### config.mk
export PLATFORM = sky130hd
export DESIGN_NAME = reg_file_flat
export DESIGN_NICKNAME = d
export VERILOG_FILES = /design/src/rtl/reg_file_pkg.sv /design/src/rtl/reg_file_if.sv /design/src/rtl/reg_file_lane.sv /design/src/rtl/reg_file.sv /design/src/flat_wrapper.sv
export SDC_FILE = /design/constraint.sdc
export NUM_CORES = 2
export LEC_CHECK = 0
export CORE_MARGIN = 5
export CORE_UTILIZATION = 40
export CTS_BUF_LIST = sky130_fd_sc_hd__clkbuf_2
export DETAILED_ROUTE_END_ITERATION = 8
export GPL_ROUTABILITY_DRIVEN = 0
export SLEW_MARGIN = 20
export SYNTH_ARGS = -nofsm -noshare
export SYNTH_HDL_FRONTEND = slang
export SYNTH_SLANG_ARGS = --single-unit
### constraint.sdc
create_clock -name clk -period 9.2 [get_ports clk]
set_input_delay 1.84 -clock clk [delete_from_list [all_inputs] [get_ports clk]]
set_output_delay 1.84 -clock clk [all_outputs]
set_load 0.01 [all_outputs]
### src/rtl/reg_file_pkg.sv
// Shared constants and lane-merge helper for the architectural register file.
// Latency: n/a (package only).
// Backpressure: n/a.
package reg_file_pkg;

    localparam int DEFAULT_WIDTH = 32;
    localparam int DEFAULT_DEPTH = 32;
    localparam int MAX_WIDTH     = 256;
    localparam int MAX_NB        = MAX_WIDTH / 8;

    // Callers zero-extend into MAX_WIDTH and truncate the result back to their own width.
    function automatic logic [MAX_WIDTH-1:0] merge_lanes(
        input logic [MAX_WIDTH-1:0] old_word,
        input logic [MAX_WIDTH-1:0] new_word,
        input logic [MAX_NB-1:0]    byte_en
    );
        logic [MAX_WIDTH-1:0] merged;
        merged = old_word;
        for (int i = 0; i < MAX_NB; i++) begin
            if (byte_en[i]) merged[8*i +: 8] = new_word[8*i +: 8];
        end
        return merged;
    endfunction

endpackage

### src/rtl/reg_file_if.sv
// Write-back/decode bus of the register file: one write port, two read ports.
// Latency: reads combinational, write takes effect at the next rising edge.
// Backpressure: none; every write is accepted.
interface reg_file_if
    import reg_file_pkg::*;
#(
    parameter int WIDTH = DEFAULT_WIDTH,
    parameter int DEPTH = DEFAULT_DEPTH
) ();
    localparam int AW = $clog2(DEPTH);
    localparam int NB = WIDTH / 8;

    logic             we;
    logic [AW-1:0]    waddr;
    logic [NB-1:0]    wbe;
    logic [WIDTH-1:0] wdata;
    logic [AW-1:0]    raddr_a;
    logic [WIDTH-1:0] rdata_a;
    logic [AW-1:0]    raddr_b;
    logic [WIDTH-1:0] rdata_b;

    modport master (
        output we, waddr, wbe, wdata, raddr_a, raddr_b,
        input  rdata_a, rdata_b
    );

    modport slave (
        input  we, waddr, wbe, wdata, raddr_a, raddr_b,
        output rdata_a, rdata_b
    );
endinterface

### src/rtl/reg_file_lane.sv
// One byte of one register entry, with synchronous clear taking priority over load.
// Latency: load visible one edge later.
// Backpressure: none.
module reg_file_lane (
    input  logic       clk,
    input  logic       clear,
    input  logic       load,
    input  logic [7:0] d,
    output logic [7:0] q
);
    logic [7:0] val_q;
    logic [7:0] val_d;

    always_comb begin
        val_d = val_q;
        if (load) val_d = d;
    end

    always_ff @(posedge clk) begin
        if (clear) val_q <= '0;
        else       val_q <= val_d;
    end

    assign q = val_q;
endmodule

### src/rtl/reg_file.sv
// Architectural register file: DEPTH x WIDTH, entry 0 hardwired to zero, byte-enabled writes.
// Latency: reads 0 cycles, writes 1 edge; REGFILE_BYPASS_EN forwards the in-flight write to reads.
// Backpressure: none; writes always complete, clear beats a same-edge write.
module reg_file
    import reg_file_pkg::*;
#(
    parameter int WIDTH = DEFAULT_WIDTH,
    parameter int DEPTH = DEFAULT_DEPTH
) (
    input  logic      clk,
    input  logic      clear,
    reg_file_if.slave bus
);
    localparam int AW = $clog2(DEPTH);
    localparam int NB = WIDTH / 8;

    logic [WIDTH-1:0] words [DEPTH];
    logic [AW-1:0]    waddr;
    logic             wr_act;
    logic [WIDTH-1:0] wr_merged;

    assign waddr = bus.waddr;

    // The same merged word feeds the lane flops and the forwarding path.
    always_comb begin
        wr_act    = bus.we && !clear && (waddr != '0);
        wr_merged = WIDTH'(merge_lanes(MAX_WIDTH'(words[waddr]),
                                       MAX_WIDTH'(bus.wdata),
                                       MAX_NB'(bus.wbe)));
    end

    assign words[0] = '0;

    for (genvar e = 1; e < DEPTH; e++) begin : g_entry
        logic [WIDTH-1:0] entry_q;
        for (genvar b = 0; b < NB; b++) begin : g_lane
            reg_file_lane u_lane (
                .clk   (clk),
                .clear (clear),
                .load  (wr_act && (waddr == AW'(e))),
                .d     (wr_merged[8*b +: 8]),
                .q     (entry_q[8*b +: 8])
            );
        end
        assign words[e] = entry_q;
    end

    logic [WIDTH-1:0] stored_a;
    logic [WIDTH-1:0] stored_b;

    assign stored_a = words[bus.raddr_a];
    assign stored_b = words[bus.raddr_b];

`ifdef REGFILE_BYPASS_EN
    assign bus.rdata_a = (wr_act && (bus.raddr_a == waddr)) ? wr_merged : stored_a;
    assign bus.rdata_b = (wr_act && (bus.raddr_b == waddr)) ? wr_merged : stored_b;
`else
    assign bus.rdata_a = stored_a;
    assign bus.rdata_b = stored_b;
`endif
endmodule

### src/flat_wrapper.sv
// flat-port wrapper written by rule: the top's interface ports become plain ports
module reg_file_flat import reg_file_pkg::*;
#(
    parameter int WIDTH = DEFAULT_WIDTH,
    parameter int DEPTH = DEFAULT_DEPTH
)
  (clk, clear, bus_we, bus_waddr, bus_wbe, bus_wdata, bus_raddr_a, bus_raddr_b, bus_rdata_a, bus_rdata_b);
  reg_file_if #(.WIDTH(WIDTH), .DEPTH(DEPTH)) bus_i ();
  input  logic clk;
  input  logic clear;
  input wire logic [$bits(bus_i.we)-1:0] bus_we;
  input wire logic [$bits(bus_i.waddr)-1:0] bus_waddr;
  input wire logic [$bits(bus_i.wbe)-1:0] bus_wbe;
  input wire logic [$bits(bus_i.wdata)-1:0] bus_wdata;
  input wire logic [$bits(bus_i.raddr_a)-1:0] bus_raddr_a;
  input wire logic [$bits(bus_i.raddr_b)-1:0] bus_raddr_b;
  output wire logic [$bits(bus_i.rdata_a)-1:0] bus_rdata_a;
  output wire logic [$bits(bus_i.rdata_b)-1:0] bus_rdata_b;
  assign bus_i.we = bus_we;
  assign bus_i.waddr = bus_waddr;
  assign bus_i.wbe = bus_wbe;
  assign bus_i.wdata = bus_wdata;
  assign bus_i.raddr_a = bus_raddr_a;
  assign bus_i.raddr_b = bus_raddr_b;
  assign bus_rdata_a = bus_i.rdata_a;
  assign bus_rdata_b = bus_i.rdata_b;
  reg_file #(.WIDTH(WIDTH), .DEPTH(DEPTH)) u_core (.clk(clk), .clear(clear), .bus(bus_i));
endmodule
# After elaboration in Yosys (flattened, before gate mapping)
# Index checks and enable logic that the tools add are counted.
dict set report op_classes {
  magnitude_cmp 3
  eq_ne 31
  muxes 13
  bitwise_logic 3
  n_reduce_logical 35
}
# cell n
set ops {}
lappend ops {{$bmux W32 S5} 3}
lappend ops {{$mux W32} 6}
lappend ops {{$eq A5 B5 Y1 const B} 16}
lappend ops {{$eq A5 B4 Y1 const B} 8}
lappend ops {{$logic_and A1 B1 Y1} 33}
lappend ops {{$mux W8} 4}
lappend ops {{$eq A5 B3 Y1 const B} 4}
lappend ops {{$ge A6 B6 Y1 const B} 3}
lappend ops {{$not A5 Y6} 3}
lappend ops {{$eq A5 B2 Y1 const B} 2}
lappend ops {{$eq A5 B1 Y1 const B} 1}
lappend ops {{$reduce_bool A5 Y1} 1}
lappend ops {{$logic_not A1 Y1} 1}
dict set report word_totals {
  regBits 992
  in_bits 54
  output_inout_bits 64
  wordCells 209
}

# Depth between registers and ports, before layout
dict set report logic_depth {
  word_depth 5
  ltp_mapped 12
  ltp_nobuf 5
}

# Cells and area by module
# Synthesis repeated with hierarchy kept, for this count alone.
dict set report hier_totals {
  hier_cells 5642
  hier_area_um2 60590.6
}
# module n_inst cells_per_inst area_per_inst_um2 seq_area_each_um2
set by_module_without_submodules {}
lappend by_module_without_submodules {reg_file_lane 124 26 285.3 160.2}
lappend by_module_without_submodules {reg_file 1 2418 25216.7 0.0}

# Worst setup path after synthesis
# OpenSTA, ideal clock, no wires.
dict set report synth_timing {
  path_type {input port to output port}
  start {input bus_raddr_b[0]}
  end {output bus_rdata_b[10]}
  arrival_time_ns 4.009
  required_time_ns 7.360
  path_slack_ns 3.351
  stages 6
  path_cell_list {clkbuf_1 -> buf_2 -> buf_1 -> mux4_2 -> mux4_2 -> mux2_2}
}
dict set report synth_between {
  elab_chain_cells 4
}
# element line_no
set synth_rtl {}
lappend synth_rtl {{start, declared} flat_wrapper.sv:16} ;# input wire logic [$bits(bus_i.raddr_b)-1:0] bus_raddr_b;
lappend synth_rtl {{$not A5 Y6 (implied by the code)} reg_file.sv:52} ;# assign stored_b = words[bus.raddr_b];
lappend synth_rtl {{$bmux W32 S5} reg_file.sv:52}
lappend synth_rtl {{$mux W32 (implied by the code) (2 in series)} reg_file.sv:52}
lappend synth_rtl {{end, declared} flat_wrapper.sv:18} ;# output wire logic [$bits(bus_i.rdata_b)-1:0] bus_rdata_b;
# No other way between the ends. The select of a mux whose other input is x is not followed.

# Worst setup path after layout
dict set report layout_timing {
  start {input bus_raddr_b[1]}
  end {output bus_rdata_b[22]}
}
# The elaborated chain is that of the path after synthesis.

==> impl_metrics.ini <==
[outcome]
run_status = completed

[synth]
syn_nets = 5771
avgSynthCellArea_sq_um = 10.5
ys_seq_area_share_pct = 33.1
synth_seq_cells = 992
synthFlopType = dfxtp_1
synth.cell_area_sq_um = 60100
synth.most_common_cell = dfxtp_1
synth_cell_types = 70
synth_edf_count = 0
synthArstFlopShare_pct = 0
ys_warn_count = 0
netlist_instances = 5717
yosys-top-cells-area = dfxtp_1, mux4_2, o21ai_0, a31oi_1, mux2_2
ys_top_cells_by_count = dfxtp_1, o21ai_0, mux4_2, a31oi_1, clkbuf_1
synth_top_area_cell = dfxtp_1
synth_top_area_share_pct = 33.1

[global_route]
grt_max_degree = 254
grt_use_total_pct = 29.3
grt_pass1_vias = 50900
antenna_found_initial = 6
overflow = 0
grt_pass1_wl_microns = 349000

[routing]
drtPass1Iterations = 6
vias_per_cell = 7.04
wl_microns = 240000
route.detailed.drc = 0
drt_iter0_drc = 8288
vias = 54400
wl_per_cell_microns = 31.1
antenna_left = 0

[pwr]
p_sw_mw = 2.74
p_leak_nw = 22.2
p_sw_share_pct = 32.2
comb_power_share_pct = 12.3
ir_drop_mv = 0.130
power_frac_clock_pct = 36.5
power_frac_seq_pct = 51.2
p_per_area_nw_per_um2 = 132
p_int_mw = 5.76

[setup_path]
path_buf_inv = 3
worstReg2RegStart = u_core.g_entry[22].g_lane[0].u_lane.q[4]$_SDFFE_PP0P_
crit_slowest_cell = nor2b_4
r2r_cells = 5
endpoint_kind = primary output
worst-setup-path-type = primary input to primary output
worst_path_dominant_cell_family = buffers and inverters
setup.worst_path.start_class = primary input
cp.arrival_ns = 5.27
cp_max_fo = 66
path_cells = buf_8, nor2b_4, buf_4, a22o_1, mux4_2, mux2_2, clkdlybuf4s50_1
required_ns = 7.36
worst_path_largest_cell_delay_ns = 0.95
r2r_slack_ns = 6.38
reg2reg_to = u_core.g_entry[20].g_lane[0].u_lane.q[4]$_SDFFE_PP0P_

[cells_and_area]
fin_nets = 5583
areaGrowthSynthToFinish_pct = 7.18
fin_area_sq_um = 64400
layout-drive-gt1-share_pct = 28.9
largest_register_ff_count = 992

[floorplan]
rows = 142
io_pins = 118
fp.dieH_microns = 398
die_area_sq_um = 158000
die_w_microns = 398
core_sq_um = 150000
initial_core_util_pct = 40.2

[clock_tree]
clockBufferDepth = 4
clock_latency_ns = 1.77
cts_buffers = 280
htreeDepth = 5
clock-sinks = 992
path_clk_slew_ns = 0.11
post_cts_resized = 0
cts_tree = done
cts_hold_buf = 0
post-cts-setup-buffers = 0
cts_root_buf = clkbuf_2

[placement]
hpwl_microns = 142000
port_buffers = 117
place_area_sq_um = 62100

[hold_path]
min_path_cells = 2
hold_start = u_core.g_entry[5].g_lane[1].u_lane.q[1]$_SDFFE_PP0P_
hp-class = register to register
hold_end = u_core.g_entry[5].g_lane[1].u_lane.q[1]$_SDFFE_PP0P_

[sta]
period_share_pct = 77.2
rsz0062_at_grt = no
drv_slew = 0
relSlewSlack_pct = 13.3
finClkSkew_ns = 0.134
fin_tns_setup_ns = 0
hold_viol_final = 0
fmax_mhz = 141
period_minus_slack_ns = 7.11
worst_pin_slew_ns = 1.30
finalSetupViolations = 0

[run]
cap_violations = 0
kinds of logic (layout without fill, tap and decap cells):
kind of cell    after synthesis  after routing  share of synthesized area (%)
flops                       992            992                           33.1
compound gates             2151           2151                           22.0
other cells                   0             17                              0
buf+inv                     777            752                           5.80
mux                        1040           1040                           33.0
simple gates                757            757                           6.11
metal layers:
layer	routed length, microns	share of wire [%]	GRT usage (%)	vias to the layer above
met2	102000	43	42.3	4200
met1	91200	38	39.9	26800
li1	-	-	-	22500
met5	8	0.0033	0	-
met4	13600	5.7	15.6	2
met3	32900	14	8.40	803
worst register-to-register path: stages, from the launching register on:
cell and delay (ns):
dfxtp_1 0.34, mux4_2 0.48, a22o_1 0.25, or4_1 0.44
a32oi_2 0.94, a211oi_1 0.18
how the worst max path moves through the flow:
stage                   startpoint              end  slack [ns]  depth (start not counted)
global route        bus_raddr_b[0]  bus_rdata_b[25]        2.16                          6
CTS                 bus_raddr_b[1]  bus_rdata_b[22]        2.24                          7
floorplan           bus_raddr_b[0]  bus_rdata_b[10]        3.35                          6
global placement    bus_raddr_b[1]  bus_rdata_b[22]        2.24                          7
detailed placement  bus_raddr_a[0]   bus_rdata_a[2]        2.25                          6
finish              bus_raddr_b[1]  bus_rdata_b[22]        2.09                          7
through the flow:
| step | instances | hold WS, ns | worst slack, ns | utilization (%) | total power, mW |
|---|---|---|---|---|---|
| CTS | 7705 | 0.432 | 2.24 | 43.0 | 8.50 |
| global placement | 7257 | 0.469 | 2.24 | 41.5 | 5.46 |
| global route | 7717 | 0.473 | 2.16 | 43.0 | 8.81 |
| detailed placement | 7260 | 0.477 | 2.25 | 41.5 | 5.47 |
| finish | 7725 | 0.496 | 2.09 | 43.0 | 8.50 |
| floorplan | 5717 | 0.457 | 3.35 | - | 5.13 |
power by group through the flow:
stage | Sequential [mW] | Combinational (mW) | Clock (mW)
5_1_grt | 4.36 | 1.08 | 3.37
3_3_place_gp | 4.45 | 1.01 | 0
4_1_cts | 4.35 | 1.02 | 3.13
6_report | 4.35 | 1.05 | 3.10
3_5_place_dp | 4.45 | 1.02 | 0
2_1_floorplan | 4.44 | 0.692 | 0
area by class of cell:
type / instances / area, sq um
Fill cell: 14400 / 85200
Multi-Input combinational cell: 3948 / 37000
Sequential cell: 992 / 19900
Timing Repair Buffer: 300 / 2710
Tap cell: 2016 / 2520
Clock buffer: 392 / 1960
Clock inverter: 53 / 204
Antenna cell: 17 / 42.5
Inverter: 7 / 33.8
layout by cell type, fill, tap and decap left out, types with 75 or more instances in the layout:
master	instances
a211oi_1	136
mux4_2	734
a31oi_1	528
clkbuf_2	392
nor2_1	210
o31ai_1	107
and3_1	92
mux2_2	177
nand2_1	158
dfxtp_1	992
clkdlybuf4s50_1	100
a22o_1	75
nand3_1	110
a21oi_1	184
mux2i_1	128
o21ai_0	822
buf_4	173
No activity file was read; power rests on OpenSTA's default activity.
